<file path="src/rtl/compare_scheduler_pkg.sv">
// Shared definitions for the compare_scheduler block.
// Contents:
//   state_e   - scheduler FSM state encoding (IDLE, SCAN, DONE)
//   idx_width - width needed to index n items, never less than 1
package compare_scheduler_pkg;

  typedef enum logic [1:0] {
    StIdle = 2'd0,
    StScan = 2'd1,
    StDone = 2'd2
  } state_e;

  function automatic int unsigned idx_width(input int unsigned n);
    return (n <= 1) ? 1 : $clog2(n);
  endfunction

endpackage

</file>
<file path="src/rtl/compare_scheduler_lane_min.sv">
// lane_min_select: combinational reduction of LANES (value, valid) pairs to the
// smallest valid value, its lane offset, and whether any lane was valid.
// Equal values keep the lowest lane offset.
// Ports:
//   lane_values - LANES packed values, lane l at [(l+1)*DATA_WIDTH-1 : l*DATA_WIDTH]
//   lane_valids - per-lane valid
//   min_value   - smallest valid value (0 when none valid)
//   min_lane    - lane offset of min_value (0 when none valid)
//   any_valid   - at least one lane valid
module lane_min_select
  import compare_scheduler_pkg::*;
#(
  parameter int unsigned DATA_WIDTH = 8,
  parameter int unsigned LANES      = 2,
  localparam int unsigned LANE_W    = idx_width(LANES)
) (
  input  logic [DATA_WIDTH*LANES-1:0] lane_values,
  input  logic [LANES-1:0]            lane_valids,
  output logic [DATA_WIDTH-1:0]       min_value,
  output logic [LANE_W-1:0]           min_lane,
  output logic                        any_valid
);

  always_comb begin
    min_value = '0;
    min_lane  = '0;
    any_valid = 1'b0;
    // Strict less-than keeps the earliest lane on ties.
    for (int unsigned l = 0; l < LANES; l++) begin
      if (lane_valids[l] &&
          (!any_valid || lane_values[l*DATA_WIDTH +: DATA_WIDTH] < min_value)) begin
        min_value = lane_values[l*DATA_WIDTH +: DATA_WIDTH];
        min_lane  = LANE_W'(l);
        any_valid = 1'b1;
      end
    end
  end

endmodule

</file>
<file path="src/rtl/compare_scheduler.sv">
// compare_scheduler: elects the unsigned minimum of the valid channels of a
// snapshot, LANES channels per cycle, falling back to default_value when no
// channel is valid or the best channel is not strictly below the default.
// Optional feature: define COMPARE_SCHEDULER_ABORT_EN to add the abort input,
// which returns SCAN/DONE to IDLE without a result.
// Ports:
//   clk, reset          - clock, synchronous active-high reset
//   start               - begin an election (accepted in IDLE, or DONE with result_ready)
//   default_value       - fallback value, captured on acceptance
//   values, valids      - per-channel values and valids, captured on acceptance
//   abort               - (COMPARE_SCHEDULER_ABORT_EN only) drop the election in flight
//   result_ready        - consumer ready for the result
//   busy                - FSM not in IDLE
//   result, result_index, result_is_default, result_valid - election outcome
module compare_scheduler
  import compare_scheduler_pkg::*;
#(
  parameter int unsigned DATA_WIDTH    = 8,
  parameter int unsigned CHANNEL_COUNT = 6,
  parameter int unsigned LANES         = 2,
  localparam int unsigned IDX_W        = idx_width(CHANNEL_COUNT)
) (
  input  logic                          clk,
  input  logic                          reset,
  input  logic                          start,
  input  logic [DATA_WIDTH-1:0]         default_value,
  input  logic [DATA_WIDTH*CHANNEL_COUNT-1:0] values,
  input  logic [CHANNEL_COUNT-1:0]      valids,
`ifdef COMPARE_SCHEDULER_ABORT_EN
  input  logic                          abort,
`endif
  input  logic                          result_ready,
  output logic                          busy,
  output logic [DATA_WIDTH-1:0]         result,
  output logic [IDX_W-1:0]              result_index,
  output logic                          result_is_default,
  output logic                          result_valid
);

  // Cursor must reach the first index past the last scan group.
  localparam int unsigned CUR_W    = idx_width(CHANNEL_COUNT + LANES);
  localparam int unsigned LANE_W   = idx_width(LANES);
  localparam logic [CUR_W-1:0] CUR_END  = CUR_W'(CHANNEL_COUNT);
  localparam logic [CUR_W-1:0] CUR_STEP = CUR_W'(LANES);

  state_e                             state_q, state_d;
  logic [CUR_W-1:0]                   cursor_q, cursor_d;
  logic [DATA_WIDTH*CHANNEL_COUNT-1:0] snap_values_q, snap_values_d;
  logic [CHANNEL_COUNT-1:0]           snap_valids_q, snap_valids_d;
  logic [DATA_WIDTH-1:0]              snap_default_q, snap_default_d;
  logic [DATA_WIDTH-1:0]              best_q, best_d;
  logic [IDX_W-1:0]                   best_idx_q, best_idx_d;
  logic                               best_found_q, best_found_d;
  logic [DATA_WIDTH-1:0]              result_q, result_d;
  logic [IDX_W-1:0]                   result_index_q, result_index_d;
  logic                               result_is_default_q, result_is_default_d;

  logic [DATA_WIDTH*LANES-1:0]        lane_values;
  logic [LANES-1:0]                   lane_valids;
  logic [DATA_WIDTH-1:0]              lane_min;
  logic [LANE_W-1:0]                  lane_min_idx;
  logic                               lane_any;
  logic [IDX_W-1:0]                   cand_idx;
  logic                               cand_better;
  logic                               accept;
  logic                               abort_req;

`ifdef COMPARE_SCHEDULER_ABORT_EN
  assign abort_req = abort;
`else
  assign abort_req = 1'b0;
`endif

  // Route snapshot channels cursor..cursor+LANES-1 onto the lanes; lanes past
  // the last channel match no channel and stay invalid.
  always_comb begin
    lane_values = '0;
    lane_valids = '0;
    for (int unsigned l = 0; l < LANES; l++) begin
      for (int unsigned c = 0; c < CHANNEL_COUNT; c++) begin
        if (CUR_W'(c) == cursor_q + CUR_W'(l)) begin
          lane_values[l*DATA_WIDTH +: DATA_WIDTH] = snap_values_q[c*DATA_WIDTH +: DATA_WIDTH];
          lane_valids[l]                          = snap_valids_q[c];
        end
      end
    end
  end

  lane_min_select #(
    .DATA_WIDTH (DATA_WIDTH),
    .LANES      (LANES)
  ) u_lane_min (
    .lane_values (lane_values),
    .lane_valids (lane_valids),
    .min_value   (lane_min),
    .min_lane    (lane_min_idx),
    .any_valid   (lane_any)
  );

  assign cand_idx    = IDX_W'(cursor_q + CUR_W'(lane_min_idx));
  // Later groups only hold higher indices, so strict less-than preserves the
  // lower index on ties across groups.
  assign cand_better = lane_any && (!best_found_q || lane_min < best_q);

  always_comb begin
    state_d             = state_q;
    cursor_d            = cursor_q;
    snap_values_d       = snap_values_q;
    snap_valids_d       = snap_valids_q;
    snap_default_d      = snap_default_q;
    best_d              = best_q;
    best_idx_d          = best_idx_q;
    best_found_d        = best_found_q;
    result_d            = result_q;
    result_index_d      = result_index_q;
    result_is_default_d = result_is_default_q;
    accept              = 1'b0;

    unique case (state_q)
      StIdle: begin
        if (start) accept = 1'b1;
      end
      StScan: begin
        // One extra SCAN cycle past the last group resolves the result.
        if (cursor_q >= CUR_END) begin
          state_d = StDone;
          if (!best_found_q || best_q >= snap_default_q) begin
            result_d            = snap_default_q;
            result_index_d      = '0;
            result_is_default_d = 1'b1;
          end else begin
            result_d            = best_q;
            result_index_d      = best_idx_q;
            result_is_default_d = 1'b0;
          end
        end else begin
          cursor_d = cursor_q + CUR_STEP;
          if (cand_better) begin
            best_d       = lane_min;
            best_idx_d   = cand_idx;
            best_found_d = 1'b1;
          end
        end
      end
      StDone: begin
        if (result_ready) begin
          if (start) accept = 1'b1;
          else       state_d = StIdle;
        end
      end
      default: state_d = StIdle;
    endcase

    if (abort_req && state_q != StIdle) begin
      accept  = 1'b0;
      state_d = StIdle;
    end

    if (accept) begin
      state_d        = StScan;
      snap_values_d  = values;
      snap_valids_d  = valids;
      snap_default_d = default_value;
      best_d         = '0;
      best_idx_d     = '0;
      best_found_d   = 1'b0;
      cursor_d       = '0;
    end
  end

  always_ff @(posedge clk) begin
    if (reset) begin
      state_q             <= StIdle;
      cursor_q            <= '0;
      snap_values_q       <= '0;
      snap_valids_q       <= '0;
      snap_default_q      <= '0;
      best_q              <= '0;
      best_idx_q          <= '0;
      best_found_q        <= 1'b0;
      result_q            <= '0;
      result_index_q      <= '0;
      result_is_default_q <= 1'b0;
    end else begin
      state_q             <= state_d;
      cursor_q            <= cursor_d;
      snap_values_q       <= snap_values_d;
      snap_valids_q       <= snap_valids_d;
      snap_default_q      <= snap_default_d;
      best_q              <= best_d;
      best_idx_q          <= best_idx_d;
      best_found_q        <= best_found_d;
      result_q            <= result_d;
      result_index_q      <= result_index_d;
      result_is_default_q <= result_is_default_d;
    end
  end

  assign busy              = (state_q != StIdle);
  assign result_valid      = (state_q == StDone);
  assign result            = result_q;
  assign result_index      = result_index_q;
  assign result_is_default = result_is_default_q;

endmodule

</file>
<file path="config.mk">
export PLATFORM = sky130hd
export DESIGN_NAME = compare_scheduler
export DESIGN_NICKNAME = d
export VERILOG_FILES = /design/src/rtl/compare_scheduler_pkg.sv /design/src/rtl/compare_scheduler_lane_min.sv /design/src/rtl/compare_scheduler.sv
export SDC_FILE = /design/constraint.sdc
export NUM_CORES = 1
export LEC_CHECK = 0
export ABC_AREA = 0
export BUFFER_PORTS_ARGS = -buffer_cell sky130_fd_sc_hd__buf_2
export CELL_PAD_IN_SITES_DETAIL_PLACEMENT = 1
export CELL_PAD_IN_SITES_GLOBAL_PLACEMENT = 2
export CORE_ASPECT_RATIO = 0.5
export CORE_MARGIN = 1.5
export CORE_UTILIZATION = 34
export DETAILED_ROUTE_END_ITERATION = 10
export PLACE_DENSITY = 0.81
export SYNTH_ARGS = -nofsm -noshare
export SYNTH_HDL_FRONTEND = slang
export SYNTH_SLANG_ARGS = --single-unit
</file>
<file path="constraint.sdc">
create_clock -name clk -period 11.73 [get_ports clk]
set_input_delay 3.519 -clock clk [delete_from_list [all_inputs] [get_ports clk]]
set_output_delay 3.519 -clock clk [all_outputs]
set_load 0.01 [all_outputs]
</file>
==> results of run 1 <==
tightest hold or removal path, delay by kind of cell, from the launching register on:
| kind | cells | cell delay [ns] |
|---|---|---|
| flip-flops | 1 | 0.30 |
| AND/OR/NAND/NOR | 1 | 0.05 |
| AO/OA/AOI/OAI | 1 | 0.05 |
cells in the final DEF (no fill, tap or decap), types with 2 or more instances in the layout:
cell,synthesis,layout
inv_6,0,3
bufinv_16,0,2
nand3b_1,10,10
buf_4,0,4
a22o_1,2,2
ha_1,26,26
inv_1,28,28
o211ai_1,7,7
a21oi_1,96,96
nand2b_1,10,10
o21ai_0,24,24
nand3_1,6,6
nor3_1,6,6
a21o_1,5,5
nor2_1,21,21
clkbuf_16,0,9
or2_2,8,8
buf_2,2,79
o21a_1,3,3
a211oi_1,11,11
nand2_1,164,164
and2_1,2,2
dfxtp_1,90,90
nor2b_1,4,4
mux2i_1,18,18
nor3b_2,1,2
power by group:
part / leakage, nW / switching [mW] / internal (mW)
Combinational: 1.34 / 0.0620 / 0.0394
Sequential: 0.736 / 0.00895 / 0.320
Clock: 0.164 / 0.128 / 0.195
Total: 2.24 / 0.199 / 0.555
layer usage:
layer  track usage (%)  part of all wire (%)
met2              28.3                    42
met3              4.34                   3.4
met1              25.9                    54
met5                 0                     0
met4              3.69                  0.80
cell families after synthesis:
kind of cell | count (synthesis)
flip-flops | 90
multiplexers | 18
XOR/XNOR | 1
adder cells (fa/ha/maj) | 26
buffers and inverters | 67
AND/OR/NAND/NOR | 240
AO/OA/AOI/OAI | 158
layout make-up:
cell class / count / area (sq um) / share of cell area (%)
clock buffers: 10 / 239 / 4.43
repair buffers: 83 / 425 / 7.88
multi-input cells: 443 / 2520 / 46.6
flip-flops and latches: 90 / 1800 / 33.4
clock inverters: 6 / 95.1 / 1.76
inverters: 28 / 105 / 1.95
well taps: 170 / 213 / 3.94
through the flow:
step / hold WS [ns] / area [sq um] / instances
CTS: 0.455 / 5400 / 830
detailed placement: 0.446 / 5060 / 814
global placement: 0.440 / 5060 / 814
floorplan: 0.431 / 4580 / 600
global route: 0.476 / 5400 / 830
finish: 0.453 / 5400 / 830
worst max path at each step:
stage | from | to | slack (ns) | depth (start not counted)
6_report | cursor_q[1] | best_q[1] | 5.74 | 18
5_1_grt | cursor_q[1] | best_q[1] | 5.23 | 18
4_1_cts | cursor_q[1] | best_q[1] | 5.74 | 18
3_5_place_dp | cursor_q[1] | best_q[3] | 5.78 | 18
3_3_place_gp | result_ready | best_q[2] | 5.92 | 7
2_1_floorplan | cursor_q[1] | best_idx_q[0] | 7.06 | 23
sequential cells by signal, summed over array words and instances, names as in the netlist:
register and cells:
snap_valids_q 6, best_q 8, snap_values_q 48, result_is_default 1
best_idx_q 3, snap_default_q 8, result_index 3, cursor_q 2
best_found_q 1, state_q 2, result 8
==> results.yml, run 1 <==
status:
  status: "finished, final reports clean"
routing:
  drt_pass1_iterations: 4
  vias_per_cell: 4.87
  avgRoutedWirePerCell_microns: 14.8
  drc: 0
  antenna_left: 0
  wl_microns: 12300
  drt-initial-drc-count: 177
  via_count: 4042
layout:
  fin_util_pct: 41.8
  drive_gt1_share_pct: 17.7
  n_antenna_cell: 0
  synthToLayoutAreaGrowth_pct: 17.7
  final_nets: 747
  fillers: 1640
cts:
  cts_root_buf: "clkbuf_16"
  cts_resized: 0
  clock_sinks: 90
  cts_tree: "built"
  numCtsBuffers: 9
  cts_hold_buf: 0
  post_cts_buffers: 0
  cts_max_level: 3
  clockBufferDepth: 2
  clk_latency_ns: 0.35
  clk_pin_slew_ns: 0.06
worst_hold_path:
  holdPathStages: 2
  hold_end: "snap_values_q[38]"
  holdCritStartpoint: "snap_values_q[38]"
  hp-class: "flip-flop to flip-flop"
synth:
  async_reset_ff_share_pct: 0
  ys_seq_area_share_pct: 39.3
  ys_types: 44
  synth_area_sq_um: 4580
  yosysTopAreaCell: "dfxtp_1"
  synth_top_family_by_area: "simple AND/OR/NAND/NOR gates"
  syn_nets: 692
  ys_warn_count: 0
  synth_top_area_share_pct: 39.3
  synth_compound_area_share_pct: 20.0
  muxShareOfSynthArea_pct: 3.93
  yosys-top-cells-area: "dfxtp_1 39%, nand2_1 13%, a21oi_1 10%, ha_1 7.1%, mux2i_1 3.9%"
  synthAdderAreaFrac_pct: 7.10
  yosys_register_bits: 90
  synth-simple-area-share_pct: 23.4
  synth_edf_count: 0
  synth_ff_type: "dfxtp_1"
  syn_inst: 600
  synth_common_cells: "164 x nand2_1, 96 x a21oi_1, 90 x dfxtp_1, 31 x clkbuf_1, 28 x inv_1"
  synth-xor-area-share_pct: 0.191
  syn_area_per_cell_sq_um: 7.64
  yosysMostFrequentCell: "nand2_1"
critical_path:
  critPathBufInv: 0
  cp_top_family: "compound AO/OA/AOI/OAI gates"
  r2r-end: "best_q[1]"
  reg2regPathDepth: 18
  cp.required_ns: 11.93
  critPathSlowestCell: "ha_1"
  worstSetupPathType: "flip-flop to flip-flop"
  startpoint_type: "flip-flop"
  reg2reg_from: "cursor_q[1]"
  crit_top_cell: "ha_1"
  crit_fanout: 36
  crit_chain: "ha_1, a21oi_1, a22oi_2, o211ai_1, ha_1, a211o_1, nor4b_2, o21a_1, nor3_1, or2_2, ha_1, a21o_1, a211oi_1, o22ai_1, nor2_1, o31ai_1, o31a_1, mux2i_1"
  cp.arrival_ns: 6.19
  endpoint_kind: "flip-flop"
  ff2ff_setup_slack_ns: 5.74
  slowest_delay_ns: 0.89
floorplan:
  die_w_microns: 167
  die-area_sq_um: 14200
  io_pins: 80
  core_sq_um: 12900
  num_rows: 29
  die_h_microns: 85.1
  initial_core_util_pct: 35.5
flow_run:
  max_cap_viol_count: 0
place:
  dp_slack_ns: 5.78
  routabilityCongestion: 0.844
  hpwl_microns: 8950
  port_buffers: 79
sta:
  rsz0062_at_grt: "no"
  final.setup.tns_ns: 0
  setup_viol: 0
  skew_ns: 0.00825
  max_slew_margin_pct: 21.7
  post-route-min-period_ns: 5.99
  max_freq_ghz: 0.167
  min_period_over_period_pct: 51.1
  slew_viol_final: 0
  timing_hold_violations_final: 0
  setup_ws_ns: 5.74
  tightest_slew_ns: 1.17
grt:
  antenna_found_initial: 0
  grt_max_degree: 79
  overflow: 0
  grt_use_total_pct: 18.2
  grt_pass1_wl_microns: 20600
  grt_pass1_vias: 4024
power:
  peakVddDrop_mv: 0.0758
  p_per_area_nw_per_um2: 140
  p_total_mw: 0.754
  leakagePower_nw: 2.24
Power figures use the tool's default switching activity.
==> run 2: changes to the inputs <==
Settings changed: CORE_UTILIZATION 34 to 32, PLACE_DENSITY 0.81 to 0.76.
Clock period 11.73 ns to 6.02 ns, I/O delays scaled along.
==> run 2 against run 1 <==
  * Clock-buffer cell count decreased by 1
  * Clock skew is 0.0017 ns higher
  * Routed wire length increased by 2.5%
  * Flip-flop and latch count is the same
  * Worst setup slack worse by 5.1 ns
  * Worst hold slack gained 0.0013 ns
==> results.yml, run 2 (synthesized netlist as in run 1, its figures left out) <==
sta:
  max_slew_margin_pct: 19.6
  final.setup.tns_ns: 0
  rsz0062_at_grt: "no"
  max_freq_ghz: 0.184
  timing_hold_violations_final: 0
  skew_ns: 0.00994
  min_period_over_period_pct: 90.0
  holdWs_ns: 0.454
  post-route-min-period_ns: 5.42
  slew_viol_final: 0
  setup_viol: 0
  tightest_slew_ns: 1.20
critical_path:
  worstSetupPathType: "flip-flop to flip-flop"
  cp.arrival_ns: 5.62
  endpoint_kind: "flip-flop"
  startpoint_type: "flip-flop"
  ff2ff_setup_slack_ns: 0.60
  cp.required_ns: 6.22
  crit_fanout: 18
power:
  switchingPower_mw: 0.392
  leakagePower_nw: 2.22
  internal_power_mw: 0.985
  p_per_area_nw_per_um2: 256
  p_total_mw: 1.38
  clockPowerShare_pct: 39.0
  swShare_pct: 28.5
  peakVddDrop_mv: 0.125
  p_comb_share_pct: 14.4
  pwr-share-seq_pct: 46.5
layout:
  synthToLayoutAreaGrowth_pct: 17.3
  fillers: 1723
  drive_gt1_share_pct: 17.9
  largest_reg_flops: 48
  n_antenna_cell: 0
  regMostFlops: "snap_values_q"
  final_nets: 748
  layout_commonest_cell: "nand2_1"
  layout_common_cells: "164 x nand2_1, 96 x a21oi_1, 90 x dfxtp_1, 79 x buf_2, 28 x inv_1"
grt:
  grt_max_degree: 78
  grt_use_total_pct: 17.7
  met1_usage_pct: 25.2
  grt_pass1_wl_microns: 20800
  overflow: 0
  grt_pass1_vias: 4040
  antenna_found_initial: 0
  busiest_layer: "met2"
  met2_usage_pct: 28.0
  grt_use_met3_pct: 3.57
status:
  status: "finished, final reports clean"
cts:
  cts_hold_buf: 0
  cts_max_level: 3
  clk_latency_ns: 0.34
  post_cts_buffers: 0
  cts_tree: "built"
  clockBufferDepth: 2
  cts_resized: 0
  clk_pin_slew_ns: 0.07
  cts_root_buf: "clkbuf_16"
  numCtsBuffers: 9
  clock_sinks: 90
floorplan:
  die_h_microns: 87.6
  initial_core_util_pct: 33.3
  io_pins: 80
  num_rows: 30
  die-area_sq_um: 15100
  die_w_microns: 172
  core_sq_um: 13800
flow_run:
  max_cap_viol_count: 0
routing:
  via_count: 4074
  avgRoutedWirePerCell_microns: 14.7
  wl_microns: 12600
  antenna_left: 0
  drt_pass1_iterations: 5
  drc: 0
  vias_per_cell: 4.78
  drt-initial-drc-count: 154
place:
  port_buffers: 79
  hpwl_microns: 9230
  routabilityCongestion: 0.795
worst_hold_path:
  hp-class: "flip-flop to flip-flop"
-- run 2: layout make-up --
type | count | area (sq um) | share of cell area, %
Multi-Input combinational cell | 443 | 2520 | 46.9
Inverter | 28 | 105 | 1.95
Tap cell | 192 | 240 | 4.47
Sequential cell | 90 | 1800 | 33.5
Clock buffer | 9 | 225 | 4.19
Timing Repair Buffer | 84 | 433 | 8.05
Clock inverter | 6 | 51.3 | 0.954
-- run 2: worst max-delay path, cell delays in order, from the launching register on --
cell      delay [ns]
dfxtp_1         0.35
inv_1           0.11
ha_2            0.43
nand3b_1        0.17
a22oi_2         0.40
o211ai_1        0.21
ha_1            0.35
a211o_1         0.33
nor4b_2         0.34
o21a_1          0.36
nor3_1          0.11
or2_2           0.30
ha_1            0.30
a21o_1          0.18
a211oi_1        0.24
o22ai_1         0.12
nor2_1          0.15
o31ai_1         0.12
o31a_1          0.50
mux2i_1         0.20
-- run 2: power groups by stage --
stage	Sequential, mW	Clock, mW	Combinational (mW)
floorplan	0.649	0	0.140
global placement	0.654	0	0.197
detailed placement	0.655	0	0.202
CTS	0.641	0.553	0.202
global route	0.644	0.577	0.228
finish	0.641	0.538	0.199
-- run 2: through the flow --
| stage | area (sq um) | utilization, % | cells | setup slack [ns] |
|---|---|---|---|---|
| after floorplan | 4580 | - | 600 | 1.35 |
| after global placement | 5100 | 37.0 | 837 | 0.673 |
| after detailed placement | 5100 | 37.0 | 837 | 0.370 |
| after CTS | 5370 | 39.0 | 852 | 0.346 |
| after global routing | 5380 | 39.0 | 852 | 0.170 |
| final | 5380 | 39.0 | 852 | 0.599 |
-- run 2: worst paths after layout --
path | start | to | depth (start not counted)
worst max-delay path | cursor_q[2] | best_q[4] | 19
worst min-delay path | result_index[2] | result_index[2] | 2
worst max register to register | cursor_q[2] | best_q[4] | 19
worst min register to register | result_index[2] | result_index[2] | 2
-- run 2: layer usage --
| metal | part of all wire, % | up-vias |
|---|---|---|
| li1 | - | 2126 |
| met1 | 54 | 1884 |
| met2 | 43 | 57 |
| met3 | 3.1 | 7 |
| met4 | 0.68 | 0 |
| met5 | 0 | - |
